===== src/rtl/calc_entry_seq.sv =====
`default_nettype none
// ============================================================================
// calc_entry_seq : enter/clear sequencer driving the calculator register bank
//                  and ALU handshake; define CALC_TIMEOUT_EN for the ALU timeout.
// Revision 1.0
// ============================================================================
module calc_entry_seq #(
    parameter int WIDTH   = 4,
    parameter int OPW     = 2,
    parameter int TIMEOUT = 15
) (
    input  logic             clk_i,
    input  logic             reset_i,
    input  logic             btn_enter_i,
    input  logic             btn_clear_i,
    input  logic [WIDTH-1:0] sw_i,
    input  logic             alu_done_i,
    output logic             ld_a_o,
    output logic             ld_b_o,
    output logic             ld_op_o,
    output logic             ld_r_o,
    output logic [WIDTH-1:0] ld_data_o,
    output logic             alu_start_o,
    output logic [2:0]       state_o,
    output logic             err_o
);

    localparam logic [2:0] S_GET_A  = 3'd0;
    localparam logic [2:0] S_GET_B  = 3'd1;
    localparam logic [2:0] S_GET_OP = 3'd2;
    localparam logic [2:0] S_RUN    = 3'd3;
    localparam logic [2:0] S_STORE  = 3'd4;
    localparam logic [2:0] S_SHOW   = 3'd5;

    // bit0/bit1 synchronize, bit2 remembers the previous synchronized level
    logic [2:0]       ent_sync_q, clr_sync_q;
    logic             ent_pulse_w, clr_pulse_w;
    logic [2:0]       state_q, state_d;
    logic             ld_a_q, ld_a_d, ld_b_q, ld_b_d;
    logic             ld_op_q, ld_op_d, ld_r_q, ld_r_d;
    logic [WIDTH-1:0] ld_data_q, ld_data_d;
    logic             alu_start_q, alu_start_d;
    logic             timeout_w;

    assign ent_pulse_w = ent_sync_q[1] & ~ent_sync_q[2];
    assign clr_pulse_w = clr_sync_q[1] & ~clr_sync_q[2];

`ifdef CALC_TIMEOUT_EN
    localparam int CW = $clog2(TIMEOUT + 1);
    logic [CW-1:0] cnt_q, cnt_d;
    logic          err_q, err_d;

    // counter is zero on the first RUN cycle, so TIMEOUT-1 marks the last one
    assign timeout_w = (state_q == S_RUN) && (cnt_q == CW'(TIMEOUT - 1));
    assign cnt_d     = (state_q == S_RUN) ? cnt_q + CW'(1) : '0;

    always_comb begin
        err_d = err_q;
        if (clr_pulse_w) begin
            err_d = 1'b0;
        end else if (timeout_w && !alu_done_i) begin
            err_d = 1'b1;
        end
    end

    always_ff @(posedge clk_i) begin
        if (!reset_i) begin
            cnt_q <= '0;
            err_q <= 1'b0;
        end else begin
            cnt_q <= cnt_d;
            err_q <= err_d;
        end
    end

    assign err_o = err_q;
`else
    assign timeout_w = 1'b0;
    assign err_o     = 1'b0;
`endif

    always_ff @(posedge clk_i) begin
        if (!reset_i) begin
            ent_sync_q  <= '0;
            clr_sync_q  <= '0;
            state_q     <= S_GET_A;
            ld_a_q      <= 1'b0;
            ld_b_q      <= 1'b0;
            ld_op_q     <= 1'b0;
            ld_r_q      <= 1'b0;
            ld_data_q   <= '0;
            alu_start_q <= 1'b0;
        end else begin
            ent_sync_q  <= {ent_sync_q[1:0], btn_enter_i};
            clr_sync_q  <= {clr_sync_q[1:0], btn_clear_i};
            state_q     <= state_d;
            ld_a_q      <= ld_a_d;
            ld_b_q      <= ld_b_d;
            ld_op_q     <= ld_op_d;
            ld_r_q      <= ld_r_d;
            ld_data_q   <= ld_data_d;
            alu_start_q <= alu_start_d;
        end
    end

    always_comb begin
        state_d = state_q;
        if (clr_pulse_w) begin
            state_d = S_GET_A;
        end else begin
            case (state_q)
                S_GET_A:  if (ent_pulse_w) state_d = S_GET_B;
                S_GET_B:  if (ent_pulse_w) state_d = S_GET_OP;
                S_GET_OP: if (ent_pulse_w) state_d = S_RUN;
                S_RUN: begin
                    if (alu_done_i) begin
                        state_d = S_STORE;
                    end else if (timeout_w) begin
                        state_d = S_SHOW;
                    end
                end
                S_STORE:  state_d = S_SHOW;
                S_SHOW:   if (ent_pulse_w) state_d = S_GET_B;
                default:  state_d = S_GET_A;
            endcase
        end
    end

    always_comb begin
        ld_a_d      = 1'b0;
        ld_b_d      = 1'b0;
        ld_op_d     = 1'b0;
        ld_r_d      = 1'b0;
        ld_data_d   = ld_data_q;
        alu_start_d = (state_d == S_RUN);
        if (!clr_pulse_w) begin
            case (state_q)
                S_GET_A, S_SHOW: begin
                    ld_a_d    = ent_pulse_w;
                    ld_data_d = ent_pulse_w ? sw_i : ld_data_q;
                end
                S_GET_B: begin
                    ld_b_d    = ent_pulse_w;
                    ld_data_d = ent_pulse_w ? sw_i : ld_data_q;
                end
                S_GET_OP: begin
                    ld_op_d   = ent_pulse_w;
                    ld_data_d = ent_pulse_w ? WIDTH'(sw_i[OPW-1:0]) : ld_data_q;
                end
                S_RUN:   ld_r_d = alu_done_i;
                default: ;
            endcase
        end
    end

    assign ld_a_o      = ld_a_q;
    assign ld_b_o      = ld_b_q;
    assign ld_op_o     = ld_op_q;
    assign ld_r_o      = ld_r_q;
    assign ld_data_o   = ld_data_q;
    assign alu_start_o = alu_start_q;
    assign state_o     = state_q;

endmodule
`default_nettype wire


===== config.mk =====
export PLATFORM = sky130hd
export DESIGN_NAME = calc_entry_seq
export DESIGN_NICKNAME = d
export VERILOG_FILES = /design/src/rtl/calc_entry_seq.sv
export SDC_FILE = /design/constraint.sdc
export NUM_CORES = 1
export LEC_CHECK = 0
export CAP_MARGIN = 20
export CORE_MARGIN = 3
export CORE_UTILIZATION = 46
export CTS_CLUSTER_DIAMETER = 40
export DETAILED_ROUTE_END_ITERATION = 10
export PLACE_DENSITY = 0.8
export SYNTH_ARGS = -nofsm -noshare
export SYNTH_HDL_FRONTEND = slang
export SYNTH_SLANG_ARGS = --single-unit

===== constraint.sdc =====
create_clock -name clk_i -period 2.9 [get_ports clk_i]
set_clock_uncertainty 0.1 [all_clocks]
set_input_delay 0.58 -clock clk_i [delete_from_list [all_inputs] [get_ports clk_i]]
set_output_delay 0.58 -clock clk_i [all_outputs]
set_load 0.02 [all_outputs]

### Yosys cells after proc, flatten, opt, wreduce, memory -nomap -nowiden

Cells that the tools add are included.
Widths: inputs -> output; s select.

| storage, ports and cells | value |
|---|---|
| output and inout bits | 13 |
| input port bits | 9 |
| word-level logic and storage cells | 45 |
| flip-flop bits (word level) | 18 |

| operators by class | value |
|---|---|
| bitwise gates (word level) | 10 |
| muxes and demuxes | 9 |
| eq/ne operators | 8 |
| reductions and logical operators | 9 |

Operator list:

| cell | count |
|---|---|
| $mux 3 | 5 |
| $pmux 3 s5 | 1 |
| $reduce_or 3->1 | 5 |
| $eq 3x2->1 const B | 3 |
| $mux 4 | 2 |
| $not 1->1 | 8 |
| $pmux 4 s2 | 1 |
| $eq 3x3->1 const B | 2 |
| $reduce_and 4->1 | 1 |
| $eq 3x1->1 const B | 1 |
| $logic_not 3->1 | 1 |
| $and 1x1->1 | 2 |
| $ne 2x1->1 const B | 1 |
| $ne 2x2->1 const B | 1 |
| $reduce_bool 2->1 | 1 |
| $reduce_or 2->1 | 1 |

### Longest topological paths before layout

Gate-level depths: netlist of run 1.

| depth | value |
|---|---|
| depth after elaboration | 6 |
| depth in mapped cells | 4 |

### Least setup slack after synthesis of run 1

Ideal clock, no wire load.

| timing | value |
|---|---|
| kind | flip-flop to flip-flop |
| from | register state_q[0], in the netlist state_o[0] |
| to | register ld_data_q[0], in the netlist ld_data_o[0] |
| setup time | 72 ps |
| path slack | 1,555 ps |
| cell stages (with the launch flop) | 5 |
| data arrival time | 1,174 ps |
| cells stage by stage | dfxtp_1 buf_4 nor2b_1 o211a_1 mux2i_1 |

| between the ends | value |
|---|---|
| longest elaborated chain between the ends | 4 |
| elaborated cells on any way between the ends | 10 |

RTL lines:

| what | line | RTL |
|---|---|---|
| start: declaration | 38 | `logic [2:0] state_q, state_d;` |
| start signal: assignment | 96 | `state_q <= state_d;` |
| $eq 3x1->1, or another cell as far along | 137 | `case (state_q)` |
| $reduce_or 3->1 (no source line) | - |  |
| $ne 2x1->1 (no source line) or $reduce_bool 2->1 (tied branches) | - |  |
| $reduce_and 4->1 (no source line) | - |  |
| end signal: assignment | 101 | `ld_data_q <= ld_data_d;` |
| end: declaration | 41 | `logic [WIDTH-1:0] ld_data_q, ld_data_d;` |

Parallel ways exist; a longest one is shown, timed or not.
A chain may end at the register's enable or synchronous reset.

### Worst setup path in the final report of run 1

| timing | value |
|---|---|
| from | register state_q[2], in the netlist state_o[2] |
| to | output port state_o[2] |

RTL lines:

| what | line | RTL |
|---|---|---|
| end: declaration | 24 | `output logic [2:0] state_o,` |

No word-level cell between the ends.

==> metrics, run 1 <==
top cell type by total area after synthesis dfxtp_1; most common cell after layout, fill and taps aside clkdlybuf4s50_1; status finished clean; Mapped Cells 71; Die Y 44.50 microns; fmax 458.0 MHz; clock latency on the worst-skew pair around 280 ps; top-area cell type share of the netlist area 52.84%; DRC viols 0; TritonCTS buffer count 3; CTS Buffer Depth 2; detailed-route via count 536; CP endpoint kind output port; leak pwr 0.3350 nW; final hold vios 0; Hold Startpoint ent_sync_q[0]; Ys Warns 0; diode count 0; crit-path max FO 12; Layout area overhead 31.19%; Critical Path AT 1500 ps; antenna violations before repair 0; CTS tree built; DIE AREA between 1500 and 2000 sq um; DIE WIDTH 44.50 microns; RSZ-0062 raised after global routing false; hpwl dp between 800 and 900 microns; CTS Hold Buffers Added 0; Hold Path Class register to register; clk root buf clkbuf_4; worst hold slack 341.4 ps; sequential power share 62.4%; share of layout cells above drive strength 1 under 10%; crit path kind register to output port; Mapped Area 681.9 sq um; CP Launch Type register; nets@finish 100; site row count 13; Mean Syn Cell Area 9.604 sq um; routed vias/inst 5.154; worst path required time 2220 ps; Setup crit start state_o[2]; top post-synthesis cells by area dfxtp_1, mux2i_1, and2_1; slowest cell on the critical path clkdlybuf4s50_1; post-synth cell types 26; syn_nets 80; Clk pwr share about 28%; P_sw 88.08 uW; Reg clk slew, reported paths 90 ps; crit share post-route 75.30%; I/O Buffers 20; initial drt markers 7; largest net degree at the start of global routing 18; GR Overflow Total 0; number of global-route vias before repair 470; drt pass-1 iters 4; Worst VDD drop 0.2436 mV; Pint 324.3 uW; H-tree depth 1; # clock sinks 18; commonest non-fill, non-tap cells in the layout clkdlybuf4s50_1, dfxtp_1, nand2_1; post-CTS sizing 0; register area share after synthesis 52.84%; Antenna Nets Post-Route 0; Max stage delay on crit path 680 ps; logic gate share of total power around a tenth; max-slew violation count 0; initial core utilization 50.51%; PwrDens 461.0 nW/um^2; # setup viols final 0; Largest delay share family, worst path buffers and inverters; max cap viols 0; Final min period around 2200 ps; cells along the critical path clkdlybuf4s50_1; setup_tns 0 ps; Buffers & Inverters on Critical Path 1; # IOs 22; Yosys reg bits 18; routed length per instance 10.74 microns; Core ar. 1350 sq um; gpl congestion 0.7468; Post-CTS Setup Inserts 0; Crit Reg-Reg Startpoint state_o[0]; final WL 1117 microns; sw frac 21.36%; Total GRT Usage 13.03%; first-pass GRT wire length approximately 1900 microns
## registers in the layout (all words and copies together), names as in the netlist
name and flops:
alu_start_o 1, ld_op_o 1, state_o 3, ent_sync_q 3
ld_a_o 1, ld_b_o 1, ld_data_o 4, ld_r_o 1
clr_sync_q 3
## cell type report
type | count | area (sq um)
multi-input cells | 46 | 285.3
flip-flops and latches | 18 | 360.3
well taps | 15 | 18.77
inverters | 2 | 7.507
clock buffers | 3 | 22.52
repair buffers | 20 | 200.2
fillers | 121 | 455.4
## cells by family after synthesis
group | after synthesis | share of synthesized area, %
flip-flops | 18 | 52.84
other | 1 | 0.5499
multiplexers | 5 | 7.523
buffers and inverters | 7 | 5.319
AND/OR/NAND/NOR | 32 | 25.32
AO/OA/AOI/OAI | 7 | 7.156
XOR/XNOR | 1 | 1.285
## layer usage
metal,vias to the layer above,GRT usage [%],share of wire (%)
met5,-,0,0
met4,0,7.229,0
met3,0,3.659,6.4
met2,21,20.06,48
met1,235,16.21,46
li1,280,-,-
## path summary, 6_finish.rpt
path         slack, ps       endpoint  cells past startpoint
max                720     state_o[2]                      1
min                340  ent_sync_q[1]                      1
max reg2reg       1540   ld_data_o[0]                      3
min reg2reg        340  ent_sync_q[1]                      1
## cell usage after synthesis
cell       n
or3_1      1
nand3_1    4
nor3_1     2
buf_4      2
mux2_2     1
xor2_1     1
a22oi_1    1
and2_1     6
mux2i_1    4
nor4_1     3
conb_1     1
o32ai_1    1
or3b_1     1
inv_1      1
o211a_1    1
nand2b_1   2
a21oi_1    3
nor2b_1    2
nor2_1     2
o211ai_1   1
nand2_1    8
and3b_1    1
clkbuf_1   1
buf_2      2
dfxtp_1   18
inv_2      1
## power groups by stage
| stage | Sequential [mW] | Combinational, mW | Clock (mW) |
|---|---|---|---|
| 2_1_floorplan | 0.265 | 0.0223 | 0 |
| 3_3_place_gp | 0.263 | 0.0416 | 0 |
| 3_5_place_dp | 0.263 | 0.0422 | 0 |
| 4_1_cts | 0.257 | 0.0423 | 0.120 |
| 5_1_grt | 0.258 | 0.0458 | 0.130 |
| 6_report | 0.257 | 0.0419 | 0.113 |
## through the flow
step                      power [mW]  utilization [%]  cell area (sq um)  instances  setup slack [ps]
after floorplan               0.2876                -              681.9         71              1555
after global placement        0.3044            64.60              872.1        101             875.9
after detailed placement      0.3052            64.60              872.1        101             810.4
after CTS                     0.4199            66.27              894.6        104             692.5
after global routing          0.4340            66.27              894.6        104             609.7
final                         0.4124            66.27              894.6        104             716.4
Note: power is estimated with default switching activity, not from simulation.
==> inputs of run 2 (changes only) <==
--- a/config.mk
+++ b/config.mk
@@ -7,10 +7,10 @@
 export LEC_CHECK = 0
 export CAP_MARGIN = 20
 export CORE_MARGIN = 3
-export CORE_UTILIZATION = 46
+export CORE_UTILIZATION = 39
 export CTS_CLUSTER_DIAMETER = 40
 export DETAILED_ROUTE_END_ITERATION = 10
-export PLACE_DENSITY = 0.8
+export PLACE_DENSITY = 0.72
 export SYNTH_ARGS = -nofsm -noshare
 export SYNTH_HDL_FRONTEND = slang
 export SYNTH_SLANG_ARGS = --single-unit
==> constraint.sdc (replaced) <==
create_clock -name clk_i -period 2 [get_ports clk_i]
set_clock_uncertainty 0.1 [all_clocks]
set_input_delay 0.4 -clock clk_i [delete_from_list [all_inputs] [get_ports clk_i]]
set_output_delay 0.4 -clock clk_i [all_outputs]
set_load 0.02 [all_outputs]
==> run 2 against run 1 <==
  * Combinational power grew 51%
  * Register-to-register slack lost 890 ps
  * Core utilization shrank 8.5 points
  * First-iteration DRC count grew 29%
  * Sequential share of layout area shrank 0.72 points
  * Via count grew 1.7%
==> metrics, run 2 (synthesis results as in run 1) <==
Worst R2R End ld_data_o[3]; Largest delay share family, worst path buffers and inverters; slowest cell on the critical path clkdlybuf4s50_1; Design Area, Final 910.9 sq um; nets@finish 102; crit share post-route 95.34%; detailed-route via count 545; Critical Path AT approximately 1400 ps; DRC viols 0; leak pwr 0.3452 nW; fmax 524.4 MHz; initial core utilization between 40 and 50%; share of layout cells above drive strength 1 7.692%; final hold vios 0; Final min period 1907 ps; Reg2Reg Setup Slack between 600 and 700 ps; sw frac 21.38%; H-tree depth 1; I/O Buffers 20; Max stage delay on crit path 660 ps; final WL 1157 microns; CTS Hold Buffers Added 0; CTS Buffer Depth 2; register area 360.3 sq um; drt pass-1 iters 4; CP endpoint kind output port; logic gate share of total power 10.6%; Setup WS post-layout 93.11 ps; initial drt markers 9; largest net degree at the start of global routing 15; fill count 147; diode count 0; status finished clean; routed length per instance 10.81 microns; gpl congestion 0.8344; CTS tree built; Crit Reg-Reg Startpoint state_o[0]; # setup viols final 0; number of global-route vias before repair 457; PwrDens 658.8 nW/um^2; commonest non-fill, non-tap cells in the layout clkdlybuf4s50_1, dfxtp_1, nand2_1; setup_tns 0 ps; max-slew violation count 0; Layout area overhead 33.58%; TritonCTS buffer count 3; Hold Startpoint ent_sync_q[0]; hold path depth 1; pre-CTS WS around 380 ps; Core ar. 1577 sq um; hpwl dp about 860 microns; post-CTS sizing 0; crit path kind register to output port; clock latency on the worst-skew pair 280 ps; DIE WIDTH ~48 microns; GR Overflow Total 0; Post-CTS Setup Inserts 0; # IOs 22; # clock sinks 18; Reg clk slew, reported paths 90 ps; antenna violations before repair 0; worst path required time roughly 1500 ps; most common cell after layout, fill and taps aside clkdlybuf4s50_1; Buffers & Inverters on Critical Path 1; crit-path max FO 9; clk root buf clkbuf_4; Worst VDD drop 0.4641 mV; site row count 14; worst hold slack 337.0 ps; P_sw 128.3 uW; cells along the critical path clkdlybuf4s50_1; FF-to-FF path depth 3; DIE AREA about 2300 sq um; Total GRT Usage 12.61%; post-layout util approximately 58%; max cap viols 0; Die Y 47.82 microns; max reg flops 4; Antenna Nets Post-Route 0; Setup crit start state_o[0]; sequential power share just over 60%; multi-input logic area 285.3 sq um; Clk pwr share between 20% and 30%; hold path endpoint ent_sync_q[1]; Hold Path Class register to register; first-pass GRT wire length between 1500 and 2000 microns; routed vias/inst roughly 5.1; Pint 471.7 uW; CP Launch Type register; RSZ-0062 raised after global routing false; Area after DPL 888.4 sq um
[run 2: cell types whose count changed in the layout (fill, tap and decap cells not counted), sizes merged]
cell and delta:
buf +2
[run 2: power by group through the flow]
stage / Combinational (mW) / Sequential [mW] / Clock [mW]
floorplan: 0.0323 / 0.385 / 0
global placement: 0.0627 / 0.381 / 0
detailed placement: 0.0636 / 0.381 / 0
CTS: 0.0640 / 0.373 / 0.176
global route: 0.0695 / 0.374 / 0.193
finish: 0.0633 / 0.373 / 0.164
[run 2: per-layer routing]
layer  track usage, %  up-vias  part of all wire, %  wire, microns
li1                 -      282                    -              -
met1            15.98      236                   46            530
met4            11.29        0                  3.2             37
met3            3.383        4                  8.4             97
met2            17.15       23                   42            491
met5                0        -                    0              0
[run 2: final cells by class]
type                            count  area share, %
Clock buffer                        3          2.473
Inverter                            2         0.8242
Multi-Input combinational cell     46          31.32
Sequential cell                    18          39.56
Tap cell                           16          2.198
Timing Repair Buffer               22          23.63
[run 2: worst max-delay path by stage]
stage | slack (ps) | end | depth (start not counted)
finish | 90 | state_o[0] | 1
global route | 20 | state_o[0] | 1
CTS | 80 | state_o[0] | 1
detailed placement | 380 | state_o[2] | 4
global placement | 400 | state_o[0] | 1
floorplan | 650 | ld_data_o[0] | 4
[run 2: worst reg2reg max path: stages, from the launching register on]
cell and delay (ps):
dfxtp_1 470, nor2b_1 230, o211a_1 270, mux2i_1 210
[run 2: per-stage QoR]
step | power [mW] | std cells
after detailed placement | 0.4446 | 104
after floorplan | 0.4170 | 71
after global placement | 0.4434 | 104
final | 0.6001 | 107
after CTS | 0.6122 | 107
after global routing | 0.6366 | 107
==> inputs of run 3 (changes only) <==
--- a/config.mk
+++ b/config.mk
@@ -8,7 +8,7 @@
 export CAP_MARGIN = 20
 export CORE_MARGIN = 3
 export CORE_UTILIZATION = 39
-export CTS_CLUSTER_DIAMETER = 40
+export CTS_CLUSTER_DIAMETER = 120
 export DETAILED_ROUTE_END_ITERATION = 10
 export PLACE_DENSITY = 0.72
 export SYNTH_ARGS = -nofsm -noshare
==> results of run 3 <==
Same layout as run 2: the final DEF is identical, and so are final timing and power.
